<file path="src/rtl/fetch_feeder.sv">
// rtl/fetch_feeder.sv - instruction fetch request generator feeding a dual-issue queue
//
// Purpose: issues 8-byte fetch requests to the instruction cache, tracks their
// PCs in a tag FIFO, and turns each in-order 64-bit response into one or two
// pushes into a 4-entry downstream instruction queue. A redirect restarts the
// stream and converts every in-flight request into a pending discard.
//
// Ports:
//   clk, rst             clock, synchronous active-high reset
//   redirect, redirect_pc flush pulse and new word-aligned fetch target
//   req_valid/req_ready  request handshake, req_addr is 8-byte aligned
//   resp_valid/resp_data in-order 64-bit responses ([31:0] = word at addr+0)
//   valids               occupancy of the downstream queue
//   vinA/inA, vinB/inB   push slots, {pc, inst}; vinB implies vinA
module fetch_feeder #(
    parameter logic [31:0] RESET_PC = 32'hBFC0_0000,
    parameter int          MAX_OUT  = 2
) (
    input  logic        clk,
    input  logic        rst,
    input  logic        redirect,
    input  logic [31:0] redirect_pc,
    output logic        req_valid,
    output logic [31:0] req_addr,
    input  logic        req_ready,
    input  logic        resp_valid,
    input  logic [63:0] resp_data,
    input  logic [3:0]  valids,
    output logic        vinA,
    output logic [63:0] inA,
    output logic        vinB,
    output logic [63:0] inB
);

    localparam int CW = $clog2(MAX_OUT + 1);
    localparam int PW = (MAX_OUT > 1) ? $clog2(MAX_OUT) : 1;

    logic [31:0]   fetch_pc_q;
    logic [31:0]   tag_q [MAX_OUT];
    logic [PW-1:0] rd_ptr_q;
    logic [PW-1:0] wr_ptr_q;
    logic [CW-1:0] out_q;
    logic [CW-1:0] drop_q;

    logic [31:0]   inflight_w;
    logic [31:0]   free_w;
    logic [31:0]   reserved_w;
    logic [31:0]   head_pc_w;
    logic [31:0]   redirect_drop_w;
    logic          hs_w;
    logic          resp_take_w;
    logic          resp_drop_w;
    logic          resp_push_w;

    function automatic logic [PW-1:0] ptr_inc(input logic [PW-1:0] p);
        if (p == PW'(MAX_OUT - 1)) begin
            return '0;
        end
        return p + PW'(1);
    endfunction

    always_comb begin
        inflight_w = 32'(out_q) + 32'(drop_q);
        free_w     = 32'd4 - 32'($countones(valids));
        // Every in-flight request may deliver two instructions, so space is
        // reserved for them before another request is allowed out.
        reserved_w = inflight_w << 1;
        req_valid  = ~rst & ~redirect & (inflight_w < 32'(MAX_OUT))
                     & (free_w >= reserved_w + 32'd2);
        req_addr   = {fetch_pc_q[31:3], 3'b000};
        hs_w       = req_valid & req_ready;

        resp_take_w = resp_valid & ~rst & ~redirect;
        resp_drop_w = resp_take_w & (drop_q != '0);
        // A response with nothing outstanding is a protocol error and is ignored.
        resp_push_w = resp_take_w & (drop_q == '0) & (out_q != '0);
        head_pc_w   = tag_q[rd_ptr_q];

        // A response arriving during the redirect retires one in-flight slot,
        // whether it belonged to the drop count or the outstanding count.
        redirect_drop_w = inflight_w;
        if (resp_valid && (inflight_w != 32'd0)) begin
            redirect_drop_w = inflight_w - 32'd1;
        end

        vinA = 1'b0;
        vinB = 1'b0;
        inA  = '0;
        inB  = '0;
        if (resp_push_w) begin
            vinA = 1'b1;
            if (head_pc_w[2]) begin
                // Entry into the upper half of the line: only one instruction.
                inA = {head_pc_w, resp_data[63:32]};
            end else begin
                inA  = {head_pc_w, resp_data[31:0]};
                vinB = 1'b1;
                inB  = {head_pc_w + 32'd4, resp_data[63:32]};
            end
        end
    end

    always_ff @(posedge clk) begin
        if (rst) begin
            fetch_pc_q <= RESET_PC;
            rd_ptr_q   <= '0;
            wr_ptr_q   <= '0;
            out_q      <= '0;
            drop_q     <= '0;
            for (int i = 0; i < MAX_OUT; i++) begin
                tag_q[i] <= '0;
            end
        end else if (redirect) begin
            fetch_pc_q <= redirect_pc;
            rd_ptr_q   <= '0;
            wr_ptr_q   <= '0;
            out_q      <= '0;
            drop_q     <= CW'(redirect_drop_w);
        end else begin
            if (hs_w) begin
                tag_q[wr_ptr_q] <= fetch_pc_q;
                wr_ptr_q        <= ptr_inc(wr_ptr_q);
                fetch_pc_q      <= {fetch_pc_q[31:3], 3'b000} + 32'd8;
            end
            if (resp_push_w) begin
                rd_ptr_q <= ptr_inc(rd_ptr_q);
            end
            if (resp_drop_w) begin
                drop_q <= drop_q - CW'(1);
            end
            if (hs_w && !resp_push_w) begin
                out_q <= out_q + CW'(1);
            end else if (!hs_w && resp_push_w) begin
                out_q <= out_q - CW'(1);
            end
        end
    end

endmodule
</file>
<file path="config.mk">
export PLATFORM = sky130hd
export DESIGN_NAME = fetch_feeder
export DESIGN_NICKNAME = d
export VERILOG_FILES = /design/src/rtl/fetch_feeder.sv
export SDC_FILE = /design/constraint.sdc
export NUM_CORES = 1
export LEC_CHECK = 0
export CORE_MARGIN = 2
export CORE_UTILIZATION = 38
export CTS_BUF_LIST = sky130_fd_sc_hd__clkbuf_4
export DETAILED_ROUTE_END_ITERATION = 8
export PLACE_DENSITY = 0.72
export SLEW_MARGIN = 15
export SYNTH_ARGS = -nofsm -noshare
export SYNTH_HDL_FRONTEND = slang
export SYNTH_SLANG_ARGS = --single-unit
</file>
<file path="constraint.sdc">
create_clock -name clk -period 6.3 [get_ports clk]
set_input_delay 0.63 -clock clk [delete_from_list [all_inputs] [get_ports clk]]
set_output_delay 0.63 -clock clk [all_outputs]
set_load 0.005 [all_outputs]
</file>
Yosys cells after proc, flatten, opt, wreduce, memory -nomap -nowiden
Memory sizes are Yosys's and may differ from the RTL's. A register that Yosys moved wholly into a read port is not among the register bits.
Cells that the tools add are included.

word-level totals
  RAM bits = 64
  output and inout bits = 163
  memories kept = 1
  logic and storage cells = 84
  memory bits (read-only) = 0
  bits in registers = 38
  bits in latches = 0
  input port bits = 105

memory list
  memory  words  width  rd ports  clocked after Yosys merged registers in  wr ports  line  RTL
  tag_q   2      32     1         1                                        2         39    logic [31:0] tag_q [MAX_OUT];

cells by class
  div/mod/pow operators = 0
  bitwise operators = 11
  equality and inequality tests = 0
  magnitude comparators = 2
  muxes and demuxes = 37
  reduce and logical (&&, ||, !) cells = 14
  $mul = 0
  add/sub/neg operators = 14
  shifts and indexed selects = 0

operators by type and width
  kind                                                                  count
  64-bit two-way mux                                                    3
  32-bit two-way mux                                                    3
  35-bit two-way mux                                                    1
  32-bit by 3-bit adder with 32-bit output, second input constant       1
  32-bit by 4-bit adder with 32-bit output, second input constant       1
  32-bit by 5-bit greater-or-equal comparator with 1-bit output         1
  32-bit nonzero test                                                   1
  32-bit OR reduction                                                   1
  1-bit two-way mux                                                     25
  2-bit two-way mux                                                     5
  2-bit nonzero test                                                    5
  1-bit AND                                                             9
  2-bit by 2-bit adder with 3-bit output                                2
  2-bit by 1-bit subtractor with 2-bit output, second input constant    3
  4-bit by 2-bit adder with 5-bit output, second input constant         1
  1-bit by 1-bit adder with 2-bit output                                2
  3-bit by 3-bit subtractor with 4-bit output, first input constant     1
  1-bit logical AND                                                     3
  3-bit by 2-bit < comparator with 1-bit output, second input constant  1
  1-bit adder, second input constant                                    2
  2-bit by 1-bit adder with 2-bit output, second input constant         1
  1-bit zero test                                                       2
  2-bit zero test                                                       1
  1-bit NOT                                                             2
  2-bit OR reduction                                                    1

Depth between registers and ports, before layout
Gate-level depths: netlist (run 1).

  depth in word-level cells = 12
  mapped depth = 17

Worst setup path after synthesis (run 1)
No wires, ideal clock.

  kind = input port to flip-flop
  from = input port valids[1]
  to = memory tag_q[0][0], enable pin
  library setup time = 0.466 ns
  cell stages on the path = 12
  slack = 0.797 ns
  buffers on the path = 2
  arrival = 5.037 ns
  cell sequence = fa_1 > inv_1 > ha_1 > ha_1 > inv_1 > ha_1 > nand2_1 > o221ai_1 > nand2_1 > clkbuf_1 > clkbuf_1 > o21ai_0

RTL lines
  element      line  RTL
  from (decl)  28    input logic [3:0] valids,
  to (decl)    39

==> metrics, run 1 <==
Post-Synthesis Cells 756; routed len/inst 17.9 microns; hpwl dp 15.8 mm; ratio of cells with drive above 1 in the final layout 4.05%; initial core utilization 38.9%; Setup WS pre-CTS 1850 ps; Worst Tran Pin Value 1100 ps; Layout Nets 1,077; CTS Sinks 103; initial antenna violation count 4; Worst Setup End Kind output port; worst hold start fetch_pc_q[0]; Die Y 134 microns; met3 routed WL 1.67 mm; Detail Route Antenna Nets 0; clock-pin slew on the worst setup and hold paths 150 ps; status completed; Root Buffer clkbuf_4; Max Root-Sink Buffers 2; Die W 134 microns; asr flop ratio synth 0%; Top Metal Used met4; Worst Setup Slack, final 2130 ps; fin crit share 66.2%; TNS Setup 0 ps; clock latency on the worst-skew pair 460 ps; final hold viol count 0; Sequential Area 0.00270 sq mm; top post-synthesis cells by area edfxtp_1 30%, dfxtp_1 12%, and2_1 5.7%; core area 0.0166 sq mm; vias in the first global route 5,907; RR Startpoint out_q[0]; hold buffer count at cts 0; Worst EP arrival 3540 ps; slew margin rel. 26.5%; Leakage 3.42 nW; Period minus WS final 4170 ps; crit path kind reg2out; gr usage total 22.9%; CTS buffer count 9; Final Wtd Congestion 0.880; Die ar. 0.0180 sq mm; R2R cell count 13; P&R area growth vs syn 42.4%; Peak supply drop 0.0000934 V; Fmax 240 MHz; Setup Skew 23.9 ps; met2 WL 10.6 mm; CTS H-tree lvls 3; synthesized area 0.00645 sq mm; IO buf count 264; first-pass GRT wire length 32.6 mm; sequential share of the synthesized area 41.9%; vias per cell 5.26; 1st-iter DRT viols 373; post-CTS setup buffers 0; Post-Syn Area per Cell 8.53 sq um; total number of vias 6,247; clock tree from TritonCTS built; R2R Path End tag_q[1][4]; number of iterations in the first detailed-routing pass 5; Post-synth EDFFs 64; total wire length 21.2 mm; pwr dens 161 mW/mm^2; Hold Crit Depth 2; CP endpoint inB[50]; Final Util 55.4%; RSZ-0062 raised after global routing false; IO Pins 268; endpoints failing setup 0; Slew Limit Fails 0; multi-input logic area 0.00324 sq mm; post_cts resized 0; Cell Rows 47; filler instances 1,519; # DRC 0; Seq cells post-synth 103; Metal-1 WL 8.43 mm; Post-synth top flop edfxtp_1; Pwr Total 1.48 mW; CP required 5670 ps; Remaining Overflow, GRT 0; post-synth top area share 29.8%; Netlist cell types 54; Worst Setup Start Kind register; maximum number of pins on one net before global-route repair 67; dominant cell type by area after synthesis edfxtp_1; Ys Warns 0; critical-path maximum fanout 41; max_cap viols 0; internal reg-to-reg setup slack 2420 ps; Hold WC Path Type reg2reg
[how the worst min path moves through the flow]
stage / end
after floorplan: fetch_pc_q[0]
after global placement: fetch_pc_q[1]
after detailed placement: fetch_pc_q[0]
after CTS: fetch_pc_q[0]
after global routing: fetch_pc_q[0]
final: fetch_pc_q[0]
[placed cells by master (no fill, tap or decap), drive strengths merged, types with 10 or more instances in the layout]
cell type      instances
and3                  40
ha                    11
nor3                  22
buf                   12
nand3                 30
clkdlybuf4s50        264
inv                   32
mux2i                 30
dfxtp                 39
xnor2                 10
and2                  59
nand4                 13
nand2                 89
edfxtp                64
nor2                  75
a21oi                 61
[metal layers]
| metal | global-route usage [%] | vias to the layer above |
|---|---|---|
| met5 | 0 | - |
| met4 | 7.19 | 0 |
| met3 | 4.38 | 27 |
| met2 | 40.9 | 286 |
| met1 | 27.9 | 2901 |
| li1 | - | 3033 |
[critical path, cell delays in order, from the launching register on]
cell	delay [ps]
dfxtp_2	350
buf_4	310
a21oi_4	820
nand2_1	160
inv_1	680
and2_1	240
clkdlybuf4s50_1	520
[layout make-up]
type                       instances  share of cell area (%)
sequential                       103                    29.4
clock inverter                     7                   0.667
antenna                            4                   0.109
clock buffer                       9                   0.735
tap                              220                    3.00
multi-input combinational        542                    35.2
inverter                          27                    1.10
timing repair buffer             276                    29.7
[synth_stat cells, types with 2 or more instances]
library cell and number:
o311ai_0 2, buf_1 10, nand4_2 2, xnor2_1 10, a221oi_1 6, and4_1 7, nor4b_1 2, or4_1 6
o31a_1 2, and3_1 40, nand3_1 30, or3_1 4, xor2_1 3, nand4_1 11, nand2_1 89, a31oi_1 6
a32oi_1 3, ha_1 11, nor2_1 75, nand2b_1 4, o211ai_1 4, nor4_1 8, fa_1 2, dfxtp_1 39
a211oi_1 9, nor2b_1 3, o2111ai_1 2, edfxtp_1 64, mux2i_1 30, and2_1 59, buf_2 4, inv_1 27
clkbuf_1 39, a21oi_1 61, or2_2 3, or2_1 2, buf_4 33, nor3_1 22, o21ai_0 7
[cells by family after synthesis]
group                    Yosys count  synth area share, %
AO/OA/AOI/OAI                    112                 10.8
XOR/XNOR                          13                 1.76
adder cells (fa/ha/maj)           13                 2.75
buffers and inverters            113                 8.57
flip-flops                       103                 41.9
multiplexers                      31                 4.83
other                              1               0.0581
AND/OR/NAND/NOR                  370                 29.3
[where the power goes]
part,total (mW),internal [mW],switching [mW]
Sequential,0.809,0.761,0.0474
Clock,0.333,0.119,0.214
Combinational,0.338,0.161,0.178
[sequential cells by signal (all words and copies together) (netlist names), named ones only]
| name | cells |
|---|---|
| wr_ptr_q | 1 |
| tag_q | 64 |
| rd_ptr_q | 1 |
| out_q | 2 |
| fetch_pc_q | 32 |
| drop_q | 2 |
[stage by stage]
| step | area (sq um) | hold slack (ps) | cells |
|---|---|---|---|
| 6_report | 9190 | 492 | 1188 |
| 5_1_grt | 9190 | 525 | 1188 |
| 4_1_cts | 9180 | 487 | 1184 |
| 3_5_place_dp | 9050 | 469 | 1168 |
| 3_3_place_gp | 9050 | 463 | 1168 |
| 2_1_floorplan | 6460 | 452 | 758 |
No activity file was read; power rests on OpenSTA's default activity.
==> run 2: changes to the inputs <==
==> constraint.sdc (replaced) <==
create_clock -name clk -period 3.91 [get_ports clk]
set_input_delay 0.391 -clock clk [delete_from_list [all_inputs] [get_ports clk]]
set_output_delay 0.391 -clock clk [all_outputs]
set_load 0.005 [all_outputs]
==> run 2 against run 1 <==
  * Non-clock buffer count up 5
  * Final area up 0.75%
  * Clock skew up 3.8 ps
  * Clock power up 59%
  * Total power up 62%
  * Largest cell class unchanged
  * Sequential share of layout area down 0.22 points
  * First-iteration DRC count down 24%
==> metrics, run 2 (synthesized netlist as in run 1, its figures left out) <==
status completed; number of iterations in the first detailed-routing pass 5 (unchanged); Setup Skew 27.8 ps (+3.83 ps); Setup WS pre-CTS 222 ps (-1630 ps); Period minus WS final 3740 ps; Combinational Power Share 23.4% (+0.6 points); IO Pins 268 (unchanged); Worst Setup End Kind output port; first-pass GRT wire length 32.5 mm (-0.42%); hpwl dp 16.1 mm (+1.7%); Die W 134 microns (unchanged); vias in the first global route 5,768 (-2.4%); crit path kind reg2out; worst hold start fetch_pc_q[0]; commonest cells after routing, fill and taps aside 264 x clkdlybuf4s50_1, 88 x nand2_1, 74 x nor2_1; Leakage 3.45 nW (+0.74%); Worst Tran Pin Value 1040 ps (-63.9 ps); CP required 3520 ps (-2150 ps); hold buffer count at cts 0 (unchanged); Layout Nets 1,082 (+0.46%); Die ar. 0.0180 sq mm (unchanged); RR Startpoint out_q[0]; clock tree from TritonCTS built; pwr dens 259 mW/mm^2 (+61%); endpoints failing setup 0 (unchanged); Worst Setup Start Kind register; slew margin rel. 30.1% (+3.6 points); Hold WC Path Type reg2reg; RSZ-0062 raised after global routing false; post_cts resized 0 (unchanged); P&R area growth vs syn 43.5%; Detail Route Antenna Nets 0 (unchanged); maximum number of pins on one net before global-route repair 67 (unchanged); final instance area 0.00926 sq mm (+0.75%); Final Wtd Congestion 0.875 (-0.53%); R2R Path End out_q[1]; clock latency on the worst-skew pair 450 ps (about the same); Fmax 268 MHz; IO buf count 264 (unchanged); Reg with most FFs tag_q; max_cap viols 0 (unchanged); CTS Sinks 103 (unchanged); Inst Count DP 1,173 (+0.43%); Worst EP arrival 3350 ps (-190 ps); # DRC 0 (unchanged); fin crit share 95.6%; Remaining Overflow, GRT 0 (unchanged); Non-Filler Instances 1,194 (+0.51%); Switching Share 29.2% (-0.47 points); vias per cell 5.28 (+0.33%); post-CTS setup buffers 0 (unchanged); Clk pwr share 22.1% (-0.4 points); 1st-iter DRT viols 283 (-24%); Cell Area, Placed 0.00912 sq mm (+0.75%); internal reg-to-reg setup slack 630 ps (-1790 ps); CTS buffer count 9 (unchanged); total wire length 21.5 mm (+1.3%); total number of vias 6,299 (+0.83%); Internal Power 1.70 mW (+63%); gr usage total 23.1% (+0.13 points); TNS Setup 0 ps (unchanged); initial antenna violation count 5 (+1); initial core utilization 38.9% (unchanged); worst-case hold path end point fetch_pc_q[0]; Peak supply drop 0.000162 V (+73%); Die Y 134 microns (unchanged); Worst Setup Slack, final 173 ps (-1960 ps); ratio of cells with drive above 1 in the final layout 4.75% (+0.70 points); critical-path maximum fanout 4 (-90%); Cell Rows 47 (unchanged); Root Buffer clkbuf_4; clock-pin slew on the worst setup and hold paths 150 ps (about the same); final hold viol count 0 (unchanged); Flop pwr share 54.4% (-0.2 points); Largest register FFs 64 (unchanged); Slew Limit Fails 0 (unchanged); routed len/inst 18.0 microns (+0.77%); core area 0.0166 sq mm (unchanged); R2R cell count 14 (+1); Max Root-Sink Buffers 2 (unchanged); Hold Crit Depth 2 (unchanged); CTS H-tree lvls 3 (unchanged); commonest non-fill, non-tap cell in the layout clkdlybuf4s50_1; total net switching power 0.700 mW (+59%); Top Registers tag_q x64, fetch_pc_q x32
[run 2: cell types whose count changed in the layout (fill, tap and decap cells not counted), sizes merged]
cell / delta
buf: +5
clkbuf: +1
clkinvlp: +1
diode: +1
inv: -2
[run 2: worst max-delay path, stage by stage (launching register included)]
cell and delay [ps]:
dfxtp_1 500, ha_1 210, fa_1 470, ha_1 310
inv_1 40, ha_1 280, nand2_1 70, o221ai_1 210
buf_4 170, and3_1 150, clkdlybuf4s50_1 500
[run 2: layout make-up]
type	instances	area [sq um]
fill	1570	7330
sequential	103	2700
timing repair buffer	281	2800
clock buffer	10	75.1
multi-input combinational	542	3240
antenna	5	12.5
tap	220	275
clock inverter	6	52.6
inverter	27	101
[run 2: power groups by stage]
stage	clock [mW]	combinational [mW]	sequential (mW)
finish	0.530	0.561	1.30
global route	0.577	0.618	1.31
CTS	0.541	0.563	1.30
detailed placement	0	0.561	1.33
global placement	0	0.551	1.33
floorplan	0	0.325	1.29
[run 2: worst max path at each step]
| stage | startpoint | to | slack, ps |
|---|---|---|---|
| final | out_q[0] | req_valid | 170 |
| after global routing | out_q[0] | req_valid | 3 |
| after global placement | valids[1] | tag_q[0][11] | 30 |
| after detailed placement | valids[1] | out_q[1] | 220 |
| after CTS | out_q[0] | req_valid | 130 |
| after floorplan | valids[1] | tag_q[0][0] | 120 |
[run 2: metal layers]
| metal | global-route usage (%) | wire, microns | vias to the layer above |
|---|---|---|---|
| met2 | 40.0 | 10900 | 264 |
| met4 | 9.36 | 493 | 0 |
| met5 | 0 | 0 | - |
| met3 | 2.95 | 1270 | 25 |
| met1 | 29.1 | 8870 | 2954 |
| li1 | - | - | 3056 |
[run 2: metrics by stage]
stage | hold WS [ps] | power (mW) | util [%]
floorplan | 452 | 1.62 | -
global placement | 464 | 1.88 | 55.0
detailed placement | 470 | 1.89 | 55.0
CTS | 474 | 2.41 | 55.7
global route | 515 | 2.51 | 55.8
finish | 487 | 2.40 | 55.8
